==> src/rtl/d16_mem_arb.sv <==
// d16_mem_arb: shares one single-port RAM between the d16 CPU and a secondary master.
// Latency: CPU path is combinational (zero added cycles); secondary request to ack is >= 2 cycles.
// Backpressure: the CPU always wins; the secondary request waits in PEND, with o_s_busy high, until the CPU leaves cyc low.
//
// Ports:
//   i_clk, i_reset          clock, synchronous active-high reset
//   i_cpu_*, o_cpu_dat      CPU bus; read data is a combinational copy of i_mem_dat
//   i_s_*, o_s_busy/ack/dat secondary request/acknowledge port, read data registered
//   o_mem_*, i_mem_dat      shared RAM port (asynchronous read data)
//   o_starve                sticky flag, raised when the secondary waits WAIT_MAX cycles
// Optional feature: define D16_ARB_WATCHDOG_EN to build the starvation watchdog.
module d16_mem_arb #(
  parameter int AW       = 16,
  parameter int DW       = 16,
  parameter int WAIT_MAX = 255
) (
  input  logic          i_clk,
  input  logic          i_reset,
  input  logic [AW-1:0] i_cpu_addr,
  input  logic          i_cpu_cyc,
  input  logic          i_cpu_we,
  input  logic [DW-1:0] i_cpu_dat,
  output logic [DW-1:0] o_cpu_dat,
  input  logic          i_s_req,
  input  logic          i_s_we,
  input  logic [AW-1:0] i_s_addr,
  input  logic [DW-1:0] i_s_dat,
  output logic          o_s_busy,
  output logic          o_s_ack,
  output logic [DW-1:0] o_s_dat,
  output logic [AW-1:0] o_mem_addr,
  output logic          o_mem_cyc,
  output logic          o_mem_we,
  output logic [DW-1:0] o_mem_dat,
  input  logic [DW-1:0] i_mem_dat,
  output logic          o_starve
);

  typedef enum logic [1:0] {
    IDLE = 2'd0,
    PEND = 2'd1,
    ACK  = 2'd2
  } state_t;

  state_t        r_state;
  logic          r_we;
  logic [AW-1:0] r_addr;
  logic [DW-1:0] r_dat;
  logic [DW-1:0] r_s_dat;
  logic          w_gnt_s;

  // Grant is also blocked during reset so a pending request is dropped
  // rather than performed in the very cycle it is being cleared.
  assign w_gnt_s = (r_state == PEND) && !i_cpu_cyc && !i_reset;

  always_ff @(posedge i_clk) begin
    if (i_reset) begin
      r_state <= IDLE;
      r_we    <= 1'b0;
      r_addr  <= '0;
      r_dat   <= '0;
      r_s_dat <= '0;
    end else begin
      case (r_state)
        IDLE: begin
          if (i_s_req) begin
            r_we    <= i_s_we;
            r_addr  <= i_s_addr;
            r_dat   <= i_s_dat;
            r_state <= PEND;
          end
        end
        PEND: begin
          if (w_gnt_s) begin
            // Writes leave the last read data untouched.
            if (!r_we) r_s_dat <= i_mem_dat;
            r_state <= ACK;
          end
        end
        ACK:     r_state <= IDLE;
        default: r_state <= IDLE;
      endcase
    end
  end

  assign o_s_busy  = (r_state != IDLE);
  assign o_s_ack   = (r_state == ACK);
  assign o_s_dat   = r_s_dat;
  assign o_cpu_dat = i_mem_dat;

  // CPU has absolute priority; when nobody owns the bus, address and data
  // still follow the CPU so the idle bus looks like the CPU-only system.
  always_comb begin
    o_mem_addr = i_cpu_addr;
    o_mem_dat  = i_cpu_dat;
    o_mem_cyc  = 1'b0;
    o_mem_we   = 1'b0;
    if (i_cpu_cyc) begin
      o_mem_cyc = 1'b1;
      o_mem_we  = i_cpu_we;
    end else if (w_gnt_s) begin
      o_mem_addr = r_addr;
      o_mem_dat  = r_dat;
      o_mem_cyc  = 1'b1;
      o_mem_we   = r_we;
    end
  end

`ifdef D16_ARB_WATCHDOG_EN
  localparam int            CW   = (WAIT_MAX < 256) ? 8 : 16;
  localparam logic [CW-1:0] WMAX = CW'(WAIT_MAX);

  logic [CW-1:0] r_cnt;
  logic          r_starve;

  // Counts PEND cycles lost to the CPU. The flag is raised on the same edge
  // the count reaches WMAX, so it is visible right after the WMAX-th lost cycle.
  always_ff @(posedge i_clk) begin
    if (i_reset) begin
      r_cnt    <= '0;
      r_starve <= 1'b0;
    end else begin
      if (r_state == IDLE && i_s_req) begin
        r_cnt <= '0;
      end else if (r_state == PEND && !w_gnt_s && r_cnt != WMAX) begin
        r_cnt <= r_cnt + 1'b1;
        if (r_cnt + 1'b1 == WMAX) r_starve <= 1'b1;
      end
    end
  end

  assign o_starve = r_starve;
`else
  // No watchdog: WAIT_MAX stays in the parameter list for a uniform
  // interface and is only referenced so it is not flagged as dead.
  assign o_starve = (WAIT_MAX < 0);
`endif

endmodule

==> config.mk <==
export PLATFORM = sky130hd
export DESIGN_NAME = d16_mem_arb
export DESIGN_NICKNAME = d
export VERILOG_FILES = /design/src/rtl/d16_mem_arb.sv
export SDC_FILE = /design/constraint.sdc
export NUM_CORES = 1
export LEC_CHECK = 0
export CAP_MARGIN = 20
export CORE_ASPECT_RATIO = 0.6
export CORE_MARGIN = 8
export CORE_UTILIZATION = 37
export CTS_BUF_LIST = sky130_fd_sc_hd__clkbuf_2 sky130_fd_sc_hd__clkbuf_4 sky130_fd_sc_hd__clkbuf_8
export DETAILED_ROUTE_END_ITERATION = 16
export HOLD_SLACK_MARGIN = 0.06
export PLACE_DENSITY = 0.82
export SLEW_MARGIN = 15
export SYNTH_ARGS = -nofsm -noshare
export SYNTH_HDL_FRONTEND = slang
export SYNTH_SLANG_ARGS = --single-unit
==> constraint.sdc <==
create_clock -name i_clk -period 2.5 [get_ports i_clk]
set_input_delay 0.625 -clock i_clk [delete_from_list [all_inputs] [get_ports i_clk]]
set_output_delay 0.625 -clock i_clk [all_outputs]
set_load 0.005 [all_outputs]
==> results of run 1 <==
## cell usage in the layout (no fill, tap or decap)
master / netlist / layout
a21oi_1: 49 / 49
buf_12: 0 / 4
buf_16: 0 / 2
buf_2: 5 / 28
buf_4: 17 / 17
buf_6: 3 / 4
buf_8: 0 / 4
clkbuf_8: 0 / 6
clkdlybuf4s15_2: 0 / 2
clkdlybuf4s50_1: 0 / 117
clkinv_1: 1 / 1
clkinv_2: 0 / 1
conb_1: 1 / 1
dfxtp_1: 51 / 51
dlygate4sd2_1: 0 / 4
inv_8: 0 / 1
mux2i_1: 1 / 1
nand2_1: 163 / 151
nand2_2: 0 / 11
nand2_4: 0 / 1
nand2b_1: 1 / 1
nand3_1: 16 / 16
nor2b_1: 1 / 1
nor3_1: 1 / 1
nor3b_2: 0 / 1
o21ai_0: 17 / 16
o21ai_2: 0 / 1
or2_2: 1 / 1
or3b_2: 1 / 1
or4b_4: 0 / 1
## flip-flops by register name (all words and copies together) (netlist names)
signal,flops
r_addr,16
r_we,1
o_s_dat,16
r_state,2
r_dat,16
## final cells by class
type,count,area share [%]
clock buffer,6,2.01
clock inverter,1,0.122
tap,84,2.56
sequential,51,24.9
timing repair buffer,182,42.4
inverter,2,0.366
multi-input combinational,254,27.7
## worst register-to-register path, stage by stage (launching register included)
cell	delay [ps]
dfxtp_1	320
or4b_4	610
inv_8	120
buf_12	120
buf_8	110
buf_4	100
buf_4	110
buf_4	150
nand3_1	100
a21oi_1	130
## final timing paths
| check | startpoint | to | slack (ps) | depth (start not counted) |
|---|---|---|---|---|
| setup / recovery | i_cpu_cyc | o_mem_addr[2] | -20 | 6 |
| hold / removal | r_addr[9] | r_addr[9] | 460 | 2 |
| setup reg to reg | r_state[1] | o_s_dat[0] | 590 | 9 |
| hold reg to reg | r_addr[9] | r_addr[9] | 460 | 2 |
## repair_timing
item | in CTS | in global routing
gates cloned | 2 | 0
endpoints found under the setup margin | 34 | 19
hold buffers | 0 | 0
buffers inserted | 10 | 2
gates resized for setup | 141 | 19
pin swaps | 1 | 9
## cells by family (layout without fill, tap and decap cells)
kind of cell | count (synthesis) | in the layout
mux | 1 | 1
simple gates | 186 | 186
compound gates | 66 | 66
flops | 51 | 51
other cells | 1 | 1
buf+inv | 46 | 191
## routing by layer
metal / track usage (%) / up-vias
met4: 3.10 / 0
met3: 6.43 / 2
met1: 20.4 / 1238
met5: 0 / -
met2: 28.7 / 109
li1: - / 1390
## through the flow
| step | hold WS [ps] | cell area (µm²) | power, mW | TNS (ps) | setup WS, ps |
|---|---|---|---|---|---|
| after CTS | 459 | 4030 | 1.79 | -85.1 | -21.2 |
| final | 459 | 4100 | 1.77 | -32.8 | -17.6 |
| after global routing | 479 | 4100 | 1.86 | -393 | -68.3 |
| after detailed placement | 447 | 3910 | 1.33 | -25480 | -828 |
| after global placement | 442 | 3910 | 1.32 | -24550 | -782 |
| after floorplan | 437 | 2380 | 1.05 | 0 | 89.5 |
## power by group through the flow
stage | registers [mW] | clock network (mW) | logic, mW
after global placement | 0.889 | 0 | 0.431
after global routing | 0.878 | 0.514 | 0.470
after detailed placement | 0.891 | 0 | 0.439
final | 0.873 | 0.471 | 0.430
after floorplan | 0.888 | 0 | 0.164
after CTS | 0.872 | 0.487 | 0.426
==> key figures, run 1 <==
Setup path
  – Crit path max-delay family: simple AND/OR/NAND/NOR gates
  – Most common cell on crit path: nand2_1
  – Worst-path cell with the longest stage delay: or4b_4
  – Slowest stage delay, CP: 580 ps
  – Critical Path RT: 1880 ps
  – Arrival @ worst endpoint: 1890 ps
  – Worst setup EP type: output pin
  – CP Class: in -> out
  – Startpoint types: input port
  – Crit Path Max Fanout: 11
  – CP Buf/Inv Count: 3
  – Cell Chain, Critical Path: buf_6 > or4b_4 > buf_4 > nand2_1 > nand2_1 > dlygate4sd2_1

Logic synthesis
  – Top_reg_cell synth: dfxtp_1
  – Xor/xnor share of the synthesized area: 0%
  – Simple-gate share of the synthesized area: 31.2%
  – Yosys top cell by area: dfxtp_1
  – Compound-Gate Fraction of Synth Area: 13.9%
  – Mux contribution to synthesized area: 0.421%
  – Adder-Cell Fraction of Synth Area: 0%
  – Synthesis-stage register bit count: 51
  – Seq/Total Area, Yosys: 42.9%
  – Syn Nets: 437
  – Async S/R FF share, synth: 0%
  – Top-count cell post-synth: nand2_1
  – Post-synth top area share: 42.9%
  – Synth warn: 0
  – Synth top area cells: dfxtp_1, nand2_1, a21oi_1, buf_4, o21ai_0
  – Count of flip-flops with a built-in enable after synthesis: 0
  – Netlist cell types: 21
  – Synth top cells by count: nand2_1, dfxtp_1, a21oi_1
  – Main combinational cell family by area after synthesis: simple AND/OR/NAND/NOR gates
  – Post-synthesis cell area: 2380 µm²
  – Post-synthesis cell count: 351
  – Syn avg cell area: 6.78 µm²

Clock network
  – Clock Pin Slew Worst Setup and Hold Paths: 80 ps
  – CTS tree: done
  – Clock root buffer: clkbuf_8
  – Total CTS buffers: 5
  – Sink Count: 51
  – Clk Latency, worst-skew pair: 290 ps
  – Max Root-Sink Buffers: 2
  – CTS H-tree lvls: 2

Placed design
  – Routability Congestion: 0.776
  – DPL Wire Length: 6.34 mm
  – Placed cells: 560
  – # port buffers: 153

Drt
  – DRC: 0
  – DRT Pass-1 Iters: 4
  – Routed WL: 8.47 mm
  – DRT iter0 DRCs: 148
  – Antenna Nets Post-Route: 0
  – Vias per Instance: 4.72
  – Met2 wire len: 4.00 mm
  – DR WL met3: 812 µm
  – WL/cell: 14.6 µm
  – Met1 Wirelength: 3.63 mm
  – Uppermost layer routed: met4
  – Via Count: 2739

GRT
  – First-pass GRT wire length: 13.3 mm
  – Vias in the first global route: 2673
  – Largest net degree at the start of global routing: 51
  – Congestion Overflow GR: 0
  – Initial antenna violation count: 0
  – Total track usage: 17.0%

Finish
  – Nets: 582
  – Antenna cells: 0
  – Area taken by multi-input logic gates: 1130 µm²
  – Post-Layout Cell Count: 580
  – Fillers: 524
  – Final core occ: 66.5%
  – Area delta synth->final: 72.3%
  – Register area: 1020 µm²
  – Layout cells sized above 1: 17.3%

Flow run
  – Max-cap violations: 0

Floorplanning
  – Die footprint: 9330 µm²
  – Core footprint: 6170 µm²
  – Boundary Pins: 155
  – Die Wd: 120 µm
  – Die height: 78.1 µm
  – Initial Utilization: 38.6%
  – Num rows: 22

Power
  – Clock Power Share: 26.5%
  – Pwr/cell area: 433 nW/µm²
  – Combinational power share: 24.2%
  – Pint: 1.33 mW
  – Peak VDD IR: 0.282 mV
  – Net Sw Frac: 25.2%
  – NetSw: 448 µW
  – Leakage: 1.75 nW
  – Seq pwr share: 49.2%

STA
  – Final hold viol count: 0
  – Rel. slew slack: 53.6%
  – Clock Skews: 5.41 ps
  – Crit share post-route: 101%
  – RSZ-0062 raised after global routing: true
  – Endpoints failing setup: 3
  – Post-route minimum period: 2520 ps
  – Final setup margin: -17.6 ps
  – FMAX: 397 MHz
  – Pins over their slew limit: 0
  – Worst Max-Slew Pin Slew: 696 ps

Worst hold path
  – Min-delay worst type: reg -> reg

Status
  – Status: finished, violations left
  – Failing checks: negative setup slack
Power figures use the tool's default switching activity.
==> run 2, diff against run 1 <==
Settings changed: CORE_UTILIZATION 37 to 33, CTS_BUF_LIST sky130_fd_sc_hd__clkbuf_2 sky130_fd_sc_hd__clkbuf_4 sky130_fd_sc_hd__clkbuf_8 to sky130_fd_sc_hd__clkbuf_16, PLACE_DENSITY 0.82 to 0.77.
Clock period 2.5 ns to 2.3 ns, I/O delays scaled along.
==> run 2 against run 1 <==
Compared with the run above:
- the run still ends with negative setup slack left
- register-to-register slack got worse by 200 ps
- non-clock buffer count increased by 4
- largest power group unchanged
- wire length increased by 17%
- setup slack got worse by 160 ps
- global-route usage increased by 1.2 points
- core utilization decreased by 3.9 points
- worst hold slack got worse by 2.8 ps
- sequential power increased by 9.2%
- critical endpoint is now o_mem_addr[15]
- clock-buffer cell count decreased by 1
- sequential share of layout area decreased by 2.0 points
- design area increased by 8.6%
==> key figures, run 2 (synthesized netlist as in run 1, its figures left out) <==
Clock network
  – CTS tree: done (unchanged)
  – Clock root buffer: clkbuf_16 (was clkbuf_8)
  – CTS H-tree lvls: 2 (unchanged)
  – Total CTS buffers: 5 (unchanged)
  – Clk Latency, worst-skew pair: 280 ps (was 290 ps)
  – Max Root-Sink Buffers: 2 (unchanged)
  – Sink Count: 51 (unchanged)
  – Clock Pin Slew Worst Setup and Hold Paths: 70 ps (was 80 ps)

Power
  – Pwr/cell area: 493 nW/µm² (was 433 nW/µm²)
  – Total design power: 2.19 mW (was 1.77 mW)
  – Leakage: 1.91 nW (was 1.75 nW)
  – Peak VDD IR: 0.281 mV (was 0.282 mV)

Drt
  – DRT Pass-1 Iters: 5 (was 4)
  – Vias per Instance: 4.80 (was 4.72)
  – DRT iter0 DRCs: 148 (unchanged)
  – WL/cell: 16.6 µm (was 14.6 µm)
  – Via Count: 2868 (was 2739)
  – Routed WL: 9.89 mm (was 8.47 mm)
  – DRC: 0 (unchanged)
  – Antenna Nets Post-Route: 0 (unchanged)

Finish
  – Antenna cells: 0 (unchanged)
  – Most frequent cells in the layout: nand2_1, clkdlybuf4s50_1, dfxtp_1, a21oi_1, nand2_2 (was nand2_1, clkdlybuf4s50_1, dfxtp_1, a21oi_1, buf_2)
  – Nets: 591 (was 582)
  – Layout cells sized above 1: 25.3% (was 17.3%)
  – Area delta synth->final: 87.2% (was 72.3%)
  – Most common cell after layout, fill and taps aside: nand2_1 (unchanged)

Worst hold path
  – Min-delay worst type: reg -> reg (unchanged)
  – WHS Path Cells: 2 (unchanged)

STA
  – Post-route minimum period: 2480 ps
  – Endpoints failing setup: 32 (was 3)
  – Final hold viol count: 0 (unchanged)
  – Pins over their slew limit: 0 (unchanged)
  – Clock Skews: 3.32 ps (was 5.41 ps)
  – RSZ-0062 raised after global routing: true (unchanged)
  – Final setup margin: -182 ps (was -17.6 ps)
  – Setup TNS: -3790 ps (was -32.8 ps)
  – Rel. slew slack: 63.6% (was 53.6%)
  – FMAX: 403 MHz
  – Worst Max-Slew Pin Slew: 546 ps (was 696 ps)
  – Crit share post-route: 108%

Floorplanning
  – Die footprint: 10300 µm² (was 9330 µm²)
  – Boundary Pins: 155 (unchanged)
  – Initial Utilization: 33.4% (was 38.6%)
  – Core footprint: 7120 µm² (was 6170 µm²)
  – Die Wd: 126 µm (was 120 µm)
  – Num rows: 24 (was 22)
  – Die height: 81.8 µm (was 78.1 µm)

Setup path
  – Worst setup EP type: output pin (unchanged)
  – Arrival @ worst endpoint: 1910 ps (was 1890 ps)
  – Flop-to-flop setup slack: 390 ps (was 590 ps)
  – R2R cell count: 9 (unchanged)
  – Crit Path Max Fanout: 7 (was 11)
  – CP Class: in -> out (unchanged)
  – Startpoint types: input port (unchanged)
  – Critical Path RT: 1730 ps (was 1880 ps)

GRT
  – Largest net degree at the start of global routing: 51 (unchanged)
  – Congestion Overflow GR: 0 (unchanged)
  – First-pass GRT wire length: 14.9 mm (was 13.3 mm)
  – Vias in the first global route: 2890 (was 2673)
  – Total track usage: 18.1% (was 17.0%)
  – Initial antenna violation count: 0 (unchanged)

Flow run
  – Max-cap violations: 0 (unchanged)

Status
  – Status: finished, violations left (unchanged)
  – Failing checks: negative setup slack (unchanged)

Placed design
  – # port buffers: 153 (unchanged)
  – DPL Wire Length: 6.38 mm (was 6.34 mm)
  – Routability Congestion: 0.780 (was 0.776)
run 2: changes by cell type in the layout (fill, tap and decap cells not counted), moves of 4 or more:
cell           before  now
nand2_2            11   28
buf_6               4   17
nand2_4             1   14
clkbuf_16           0    5
clkbuf_8            6    0
clkinv_8            0    4
nand2_1           151  121
dlygate4sd2_1       4    0
run 2: report_power, final:
group / switching (mW) / internal (mW) / total, mW
clock network: 0.319 / 0.394 / 0.713
logic: 0.220 / 0.307 / 0.527
registers: 0.0254 / 0.927 / 0.953
total: 0.565 / 1.63 / 2.19
run 2: final cells by class:
cell class                 count  area, µm²
clock inverter                 3       12.5
timing repair inverter         5       73.8
multi-input combinational    254       1270
inverter                       2       33.8
timing repair buffer         186       1800
fill                         644       2670
clock buffer                   5        125
tap                           91        114
sequential                    51       1020
run 2: critical path, stage by stage:
cell and delay [ps]:
buf_6 90, or4b_4 570, buf_6 150, buf_6 130, clkinv_8 70, buf_8 110, nand2_2 50, nand2_2 70
buf_6 90
run 2: worst paths after layout:
check                   from              to
setup / recovery   i_cpu_cyc  o_mem_addr[15]
hold / removal    r_addr[11]      r_addr[11]
setup reg to reg  r_state[1]     o_s_dat[14]
hold reg to reg   r_addr[11]      r_addr[11]
run 2: routing by layer:
layer | track usage, % | up-vias | part of all wire, %
met5 | 0 | - | 0
met4 | 3.62 | 0 | 0.57
met3 | 5.77 | 8 | 6.7
met2 | 31.2 | 100 | 49
met1 | 22.3 | 1343 | 44
li1 | - | 1417 | -
run 2: timing repair:
| item | CTS | global route |
|---|---|---|
| pin swaps | 34 | 28 |
| buffers inserted | 13 | 3 |
| hold endpoints to repair | 0 | 0 |
| endpoints found under the setup margin | 34 | 32 |
| hold buffers | 0 | 0 |
| resized for setup | 182 | 47 |
| cloned | 7 | 1 |
run 2: metrics by stage:
stage               area (µm²)  util [%]  hold WS (ps)  cells  setup slack (ps)
detailed placement        3880      54.5           447    566              -963
CTS                       4250      59.7           457    594              -164
finish                    4450      62.6           456    597              -182
global placement          3880      54.5           442    566              -929
global route              4450      62.6           479    597              -216
floorplan                 2380         -           437    351              23.3
==> run 3, diff against run 2 <==
Settings changed: ABC_AREA set to 1, CORE_UTILIZATION 33 to 34, CTS_CLUSTER_DIAMETER set to 60, SLEW_MARGIN 15 to 0.
==> run 3 against run 2 <==
Compared with the run above:
- the flow now finishes without violations
- non-clock buffer count decreased by 19
- cell count up 9.7%
- design area fell by 2.7%
- die area grew 5.5%
- synthesized area is 9.8% higher
- clock-buffer cell count is the same
- via count down 0.49%
==> key figures, run 3 <==
Clock network
  – Sink Count: 51 (unchanged)
  – CTS tree: done (unchanged)
  – CTS H-tree lvls: 2 (unchanged)
  – Clk Latency, worst-skew pair: 280 ps (about the same)
  – Total CTS buffers: 5 (unchanged)
  – Cts hold-fix bufs: 0 (unchanged)
  – Clock Pin Slew Worst Setup and Hold Paths: 60 ps (was 70 ps)
  – Clock root buffer: clkbuf_16 (unchanged)
  – Max Root-Sink Buffers: 2 (unchanged)

Logic synthesis
  – Netlist cell types: 19 (was 21)
  – Synth warn: 0 (unchanged)
  – Syn Nets: 501 (was 437)
  – Post-synth top area share: 39.1% (was 42.9%)
  – Synthesis-stage register bit count: 51 (unchanged)
  – Synth top area cells: dfxtp_1, nand2_1, nor2_1, inv_1, o21ai_0 (was dfxtp_1, nand2_1, a21oi_1, buf_4, o21ai_0)
  – Yosys top cell by area: dfxtp_1 (unchanged)
  – Top-count cell post-synth: nand2_1 (unchanged)
  – Post-synthesis cell count: 415 (was 351)
  – Synth top cells by count: nand2_1, nor2_1, dfxtp_1 (was nand2_1, dfxtp_1, a21oi_1)
  – Count of flip-flops with a built-in enable after synthesis: 0 (unchanged)
  – Syn avg cell area: 6.30 µm² (was 6.78 µm²)
  – Async S/R FF share, synth: 0% (unchanged)
  – Seq/Total Area, Yosys: 39.1% (was 42.9%)
  – Top_reg_cell synth: dfxtp_1 (unchanged)
  – Post-synthesis cell area: 2610 µm² (was 2380 µm²)

Floorplanning
  – Die height: 83.9 µm (was 81.8 µm)
  – Initial Utilization: 35.5% (was 33.4%)
  – Boundary Pins: 155 (unchanged)
  – Die Wd: 129 µm (was 126 µm)
  – Die footprint: 10800 µm² (was 10300 µm²)
  – Num rows: 24 (unchanged)
  – Core footprint: 7360 µm² (was 7120 µm²)

STA
  – RSZ-0062 raised after global routing: false (was true)
  – FMAX: 445 MHz (was 403 MHz)
  – Hold_ws: 482 ps (was 456 ps)
  – Crit share post-route: 97.8% (was 108%)
  – Post-route minimum period: 2250 ps (was 2480 ps)
  – Final setup margin: 50.3 ps (was -182 ps)
  – Clock Skews: 6.68 ps (was 3.32 ps)
  – Setup TNS: 0 ps (was -3790 ps)
  – Pins over their slew limit: 0 (unchanged)
  – Endpoints failing setup: 0 (was 32)
  – Final hold viol count: 0 (unchanged)

Placed design
  – Pre-CTS setup slack: -452 ps (was -963 ps)
  – # port buffers: 153 (unchanged)
  – DPL Wire Length: 6.76 mm (was 6.38 mm)
  – Routability Congestion: 0.768 (was 0.780)

GRT
  – Initial antenna violation count: 0 (unchanged)
  – Total track usage: 16.1% (was 18.1%)
  – First-pass GRT wire length: 14.3 mm (was 14.9 mm)
  – Congestion Overflow GR: 0 (unchanged)
  – Largest net degree at the start of global routing: 35 (was 51)
  – Vias in the first global route: 2765 (was 2890)

Setup path
  – Startpoint types: input port (unchanged)
  – Worst-path cell with the longest stage delay: bufbuf_16 (was or4b_4)
  – Crit path max-delay family: buffers and inverters (was simple AND/OR/NAND/NOR gates)
  – Critical Path RT: 1730 ps (about the same)
  – Worst setup EP type: output pin (unchanged)
  – Cell Chain, Critical Path: clkdlybuf4s15_2 > nor2_4 > nand2_4 > inv_6 > bufbuf_16 > or2_1 > clkdlybuf4s15_1 (was buf_6 > or4b_4 > buf_6 > buf_6 > clkinv_8 > buf_8 > nand2_2 > nand2_2 > buf_6)
  – Slowest stage delay, CP: 270 ps (was 570 ps)
  – Arrival @ worst endpoint: 1670 ps (was 1910 ps)
  – CP Class: in -> out (unchanged)
  – Crit Path Max Fanout: 9 (was 7)
  – CP Buf/Inv Count: 4 (was 6)

Status
  – Status: finished clean (was finished, violations left)

Drt
  – Routed WL: 8.86 mm (was 9.89 mm)
  – WL/cell: 13.5 µm (was 16.6 µm)
  – Antenna Nets Post-Route: 0 (unchanged)
  – DRC: 0 (unchanged)
  – DRT iter0 DRCs: 145 (was 148)
  – Vias per Instance: 4.36 (was 4.80)
  – Via Count: 2854 (was 2868)
  – DRT Pass-1 Iters: 4 (was 5)

Finish
  – Layout cells sized above 1: 6.35% (was 25.3%)
  – Antenna cells: 0 (unchanged)
  – Fillers: 706 (was 644)
  – Most common cell after layout, fill and taps aside: nand2_1 (unchanged)
  – Area delta synth->final: 65.8% (was 87.2%)
  – Nets: 637 (was 591)
  – Most frequent cells in the layout: nand2_1, clkdlybuf4s50_1, nor2_1, dfxtp_1, inv_1 (was nand2_1, clkdlybuf4s50_1, dfxtp_1, a21oi_1, nand2_2)

Power
  – Total design power: 2.21 mW (was 2.19 mW)
  – Leakage: 2.04 nW (was 1.91 nW)
  – Peak VDD IR: 0.260 mV (was 0.281 mV)
  – Pwr/cell area: 511 nW/µm² (was 493 nW/µm²)

Flow run
  – Max-cap violations: 0 (unchanged)

Worst hold path
  – Min-delay worst type: reg -> reg (unchanged)
-- run 3: cell types whose count changed in the layout (fill, tap and decap cells not counted), moves of 10 or more --
cell,before,now
dlygate4sd2_1,0,21
nand3_1,16,0
a21oi_1,49,1
nand2_4,14,1
nand2_2,28,0
buf_6,17,0
nand4_1,0,16
inv_1,2,49
nand2_1,121,131
o21ai_0,16,34
buf_2,26,0
nor2_1,0,83
clkdlybuf4s15_1,0,10
-- run 3: worst reg2reg max path, cell delays in order, from the launching register on --
cell	delay [ps]
dfxtp_1	350
inv_2	80
nor2_8	100
buf_4	250
nand3_4	230
nand2_1	120
inv_1	40
nor2_1	100
-- run 3: kinds of logic (layout without fill, tap and decap cells) --
kind of cell	Yosys count	in the layout	share of synthesized area, %
AO/OA/AOI/OAI	35	35	6.70
buffers and inverters	92	228	16.8
flip-flops	51	51	39.1
other	1	1	0.144
AND/OR/NAND/NOR	236	236	37.3
-- run 3: layout make-up --
cell class | instances | area, µm² | area share (%)
clock buffer | 5 | 125 | 2.89
timing repair buffer | 167 | 1680 | 38.8
clock inverter | 2 | 8.76 | 0.202
inverter | 54 | 208 | 4.80
sequential | 51 | 1020 | 23.6
multi-input combinational | 272 | 1160 | 26.8
tap | 104 | 130 | 3.00
-- run 3: report_power, final --
part / internal (mW) / switching, mW / leakage (nW)
logic: 0.308 / 0.229 / 1.55
registers: 0.947 / 0.0331 / 0.420
clock network: 0.392 / 0.302 / 0.0671
total: 1.65 / 0.564 / 2.04
-- run 3: stage by stage --
| stage | cells | area [µm²] | utilization, % |
|---|---|---|---|
| 2_1_floorplan | 415 | 2610 | - |
| 3_3_place_gp | 646 | 4180 | 56.8 |
| 3_5_place_dp | 646 | 4180 | 56.8 |
| 4_1_cts | 655 | 4330 | 58.9 |
| 5_1_grt | 655 | 4330 | 58.9 |
| 6_report | 655 | 4330 | 58.9 |
-- run 3: worst paths after layout --
kind         slack [ps]           to  cells after the start        from
min reg2reg         480    r_addr[1]                      2   r_addr[1]
min                 480    r_addr[1]                      2   r_addr[1]
max                  50    o_mem_cyc                      7     i_reset
max reg2reg         970  o_s_dat[10]                      7  r_state[0]
-- run 3: layer usage --
metal | GRT usage, % | share of wire [%]
met1 | 19.0 | 43
met2 | 26.7 | 46
met3 | 6.70 | 10
met4 | 3.18 | 0.90
met5 | 0 | 0
-- run 3: timing repair --
action / 4_1_cts / 5_1_grt
gates cloned: 1 / 0
setup endpoints to repair: 34 / 7
resized for setup: 52 / 7
pin swaps: 1 / 0
setup buffers: 1 / 0
